===== config.mk =====
export PLATFORM = sky130hd
export DESIGN_NAME = fib_job_sequencer
export DESIGN_NICKNAME = d
export VERILOG_FILES = /design/src/rtl/fib_job_sequencer.sv
export SDC_FILE = /design/constraint.sdc
export NUM_CORES = 1
export LEC_CHECK = 0
export CAP_MARGIN = 25
export CORE_ASPECT_RATIO = 1.25
export CORE_MARGIN = 3
export CORE_UTILIZATION = 53
export DETAILED_ROUTE_END_ITERATION = 10
export PLACE_DENSITY_LB_ADDON = 0.12
export SLEW_MARGIN = 20
export SYNTH_ARGS = -nofsm -noshare
export SYNTH_HDL_FRONTEND = slang
export SYNTH_SLANG_ARGS = --single-unit

===== constraint.sdc =====
create_clock -name clk -period 2 [get_ports clk]
set_clock_uncertainty 0.1 [all_clocks]
set_input_delay 0.4 -clock clk [delete_from_list [all_inputs] [get_ports clk]]
set_output_delay 0.4 -clock clk [all_outputs]
set_load 0.01 [all_outputs]

===== src/rtl/fib_job_sequencer.sv =====
// Fibonacci job sequencer: request FIFO, Fib core clr/start/done driver, response port.
// Optional golden-table result check when FIB_GOLDEN_CHECK_EN is defined.
module fib_job_sequencer #(
  parameter int DEPTH   = 4,
  parameter int TIMEOUT = 255
) (
  input  logic       clk,
  input  logic       rst_n,
  input  logic       req_valid,
  output logic       req_ready,
  input  logic [2:0] req_n,
  output logic [2:0] fib_n,
  output logic       fib_clr,
  output logic       fib_start,
  input  logic       fib_done,
  input  logic [4:0] fib_result,
  output logic       rsp_valid,
  input  logic       rsp_ready,
  output logic [2:0] rsp_n,
  output logic [4:0] rsp_result,
  output logic       rsp_timeout,
  output logic       rsp_error,
  output logic       busy
);

  localparam int AW = $clog2(DEPTH);
  localparam logic [9:0] LAST = 10'(TIMEOUT - 1);

  typedef enum logic [2:0] {
    IDLE, CLEAR, START, WAIT, RESP
  } state_t;

  state_t      state;
  logic [2:0]  mem [DEPTH];
  logic [AW:0] wr_ptr;
  logic [AW:0] rd_ptr;
  logic [9:0]  cnt;
  logic [2:0]  job_n;
  logic        full;
  logic        empty;
  logic        push;

  assign empty = (wr_ptr == rd_ptr);
  assign full  = (wr_ptr[AW] != rd_ptr[AW]) &&
                 (wr_ptr[AW-1:0] == rd_ptr[AW-1:0]);
  assign req_ready = !full;
  assign push  = req_valid && req_ready;
  assign busy  = (state != IDLE) || !empty;
  assign fib_n = job_n;
  assign rsp_n = job_n;

  always_ff @(posedge clk) begin
    if (push) mem[wr_ptr[AW-1:0]] <= req_n;
  end

  always_ff @(posedge clk or negedge rst_n) begin
    if (!rst_n) begin
      state       <= IDLE;
      wr_ptr      <= '0;
      rd_ptr      <= '0;
      cnt         <= '0;
      job_n       <= '0;
      fib_clr     <= 1'b1;
      fib_start   <= 1'b0;
      rsp_valid   <= 1'b0;
      rsp_result  <= '0;
      rsp_timeout <= 1'b0;
    end else begin
      if (push) wr_ptr <= wr_ptr + 1'b1;
      unique case (state)
        IDLE: begin
          if (!empty) begin
            job_n  <= mem[rd_ptr[AW-1:0]];
            rd_ptr <= rd_ptr + 1'b1;
            state  <= CLEAR;
          end
        end
        CLEAR: begin
          fib_clr   <= 1'b0;
          fib_start <= 1'b1;
          state     <= START;
        end
        START: begin
          fib_start <= 1'b0;
          cnt       <= '0;
          state     <= WAIT;
        end
        WAIT: begin
          if (fib_done) begin
            rsp_result  <= fib_result;
            rsp_timeout <= 1'b0;
            rsp_valid   <= 1'b1;
            fib_clr     <= 1'b1;
            state       <= RESP;
          end else if (cnt == LAST) begin
            rsp_result  <= '0;
            rsp_timeout <= 1'b1;
            rsp_valid   <= 1'b1;
            fib_clr     <= 1'b1;
            state       <= RESP;
          end else begin
            cnt <= cnt + 10'd1;
          end
        end
        RESP: begin
          if (rsp_ready) begin
            rsp_valid <= 1'b0;
            state     <= IDLE;
          end
        end
        default: state <= IDLE;
      endcase
    end
  end

`ifdef FIB_GOLDEN_CHECK_EN
  function automatic logic [4:0] golden(input logic [2:0] n);
    logic [4:0] g;
    unique case (n)
      3'd0:    g = 5'd1;
      3'd1:    g = 5'd1;
      3'd2:    g = 5'd2;
      3'd3:    g = 5'd3;
      3'd4:    g = 5'd5;
      3'd5:    g = 5'd8;
      3'd6:    g = 5'd13;
      default: g = 5'd21;
    endcase
    return g;
  endfunction

  always_ff @(posedge clk or negedge rst_n) begin
    if (!rst_n) begin
      rsp_error <= 1'b0;
    end else if (state == WAIT) begin
      if (fib_done)
        rsp_error <= (fib_result != golden(job_n));
      else if (cnt == LAST)
        rsp_error <= 1'b1;
    end
  end
`else
  assign rsp_error = 1'b0;
`endif

endmodule


==> impl_metrics.ini <==
[sta]
whs_ps = 378
period_needed_ps = 1930
setup_violations = 0
clock.fmax_mhz = 518
slew_violations = 0
period_share_pct = 96.5
hold_viol_final = 0
worst_slack_ps = 70.4
rsz0062_at_grt = no

[setup_path]
crit_required_ps = 1500
critPathKind = reg -> out
worstSetupEndpointType = output port
max_stage_delay_ps = 390
cp_slowest_cell = dfrtp_1
critPathMaxFanout = 2
cp_cell_sequence = or3_4 -> or2_4 -> buf_6
crit_family = simple AND/OR/NAND/NOR gates
cp.buffers_inverters = 1
cp.arrival_ps = 1430
critPathLaunchType = flop

[drt]
route.antenna.remaining_nets = 0
viasPerCell = 5.56
first_pass_iters = 5
drc_errors = 0
routed_wl_um = 4110
wl_per_cell_um = 15.6
vias = 1469
drt-initial-drc-count = 49

[synthesis]
synth-main-ff-cell = dfrtp_1
synth_edf_count = 12
synth_top_cell_area_share_pct = 36.2
yosysMostFrequentCell = dfrtp_1
synth_cell_type_count = 47
synth_area_leader_cell = dfrtp_1
synth_cells = 167
synthTopCellsByArea = dfrtp_1, edfxtp_1, ha_1
synth-seq-cells = 43
synth_nets = 187
avgSynthCellArea_um2 = 12.4
syn_area_mm2 = 0.00208
yosys-top-cells-count = dfrtp_1, edfxtp_1, nand2_1, inv_1
ys_async_sr_fraction_pct = 72.1
ys.warnings.count = 0
synth_seq_area_share_pct = 54.8

[global_routing]
gr-total-overflow = 0
grt_max_degree = 32
grtUsageTotal_pct = 20.2
grt_antenna_before_repair = 0
grt_pass1_vias = 1553
grt_pass1_wl_um = 7180

[clocking]
postCtsHoldBufs = 0
cts_tree = yes
cts.sinks = 43
root_buffer = clkbuf_8
cts_buffers = 5
ctsHtreeMaxLevel = 2
clk_latency_ps = 300
cts_buffer_depth = 2
clkTransAtPathRegs_ps = 80

[layout]
drive_gt1_share_pct = 23.1
fillerInstances = 257
area_growth_pct = 26.0
final_cell_area_mm2 = 0.00262
fin_nets = 231
diodes = 0

[floorplan]
core_mm2 = 0.00363
dieHeight_um = 76.0
die_w_um = 62.0
io_pins = 31
design.die.area_mm2 = 0.00471
start_util_pct = 57.1
placementRows = 24

[min_path]
hold_class = reg -> reg

[flow_run]
drv_cap = 0

[power_and_ir_drop]
ir_drop_mv = 1.01
p_leak_nw = 1.10
totalPowerFinal_mw = 3.98
power.density_mw_per_mm2 = 1520

[placement]
hpwl_um = 3050
place_congestion = 0.798
numPortBuffers = 29
pre_cts_ws_ps = -169
dpl_cell_area_mm2 = 0.00248

[run_status]
status = finished, final reports clean
-- placed cells by master, fill, tap and decap left out, types with 2 or more instances in the layout --
cell type and n:
nand3_1 7, nand2_1 10, a31oi_1 6, inv_1 8, o211ai_1 3, a21oi_1 7, clkdlybuf4s50_1 27, dfrtp_1 30
clkbuf_8 5, nand4_1 2, xnor2_2 3, buf_4 19, mux2_2 5, and3_1 7, nand3b_1 2, inv_6 2
edfxtp_1 12, ha_1 7, xnor2_1 2, xor2_1 2, a32o_1 5, o21ai_0 4, or3_1 2, mux4_2 3
nor2_1 5
-- registers in the layout, summed over array words and instances (netlist names) --
register / flops
mem: 12
fib_n: 3
fib_start: 1
rsp_result: 5
cnt: 10
fib_clr: 1
rsp_valid: 1
rd_ptr: 3
state: 3
wr_ptr: 3
rsp_timeout: 1
-- cells by family (layout without fill, tap and decap cells) --
group	after synthesis	after routing	share of synthesized area (%)
flip-flops	43	43	54.8
AND/OR/NAND/NOR	43	43	11.4
AO/OA/AOI/OAI	38	38	14.5
buffers and inverters	19	64	4.88
multiplexers	9	9	6.69
adder cells (fa/ha/maj)	7	7	4.22
XOR/XNOR	7	7	3.32
other	1	1	0.181
-- per-layer routing --
metal,GRT usage (%),up-vias,wire length (um)
met2,35.0,34,2260
met3,4.24,2,190
met5,0,-,0
met4,5.73,0,29
met1,24.3,732,1630
li1,-,701,-
-- what timing repair did --
| item | CTS | global route |
|---|---|---|
| cloned | 0 | 0 |
| pin swaps | 2 | 4 |
| endpoints found under the hold margin | 0 | 0 |
| resized for setup | 8 | 4 |
| buffers inserted | 2 | 1 |
| endpoints found under the setup margin | 2 | 2 |
-- cell type report --
cell class	count	area [um2]	share of cell area, %
clock buffers	5	68.8	2.63
repair buffers	48	429	16.4
multi-input cells	105	860	32.9
clock inverters	3	26.3	1.00
inverters	8	30.0	1.15
flip-flops and latches	43	1140	43.5
well taps	52	65.1	2.49
-- report_power, final --
group          switching, mW  internal (mW)
clock                  0.315          0.257
combinational          0.928           1.04
sequential             0.211           1.23
-- stage by stage --
stage                     cells  TNS, ps  utilization, %
final                       264        0            72.0
after CTS                   263        0            71.7
after floorplan             167        0               -
after detailed placement    253     -169            68.3
after global routing        264        0            72.0
after global placement      253     -113            68.3
-- worst min-delay path: stages (launching register included) --
cell	delay (ps)
dfstp_2	380
o31ai_1	60
nand2_1	50
-- path summary, 6_finish.rpt --
kind,start,endpoint,slack (ps),cells after the start
min in group asynchronous,rst_n,cnt[0]$_DFFE_PN0P_,390,2
max in group asynchronous,rst_n,fib_clr$_DFFE_PN1P_,1090,2
worst max-delay path,state[2]$_DFFE_PN0P_,busy,70,3
worst min register to register,fib_clr$_DFFE_PN1P_,fib_clr$_DFFE_PN1P_,380,2
worst max register to register,cnt[0]$_DFFE_PN0P_,cnt[1]$_DFFE_PN0P_,110,6
worst min-delay path,fib_clr$_DFFE_PN1P_,fib_clr$_DFFE_PN1P_,380,2
(Power assumes the default switching activity.)
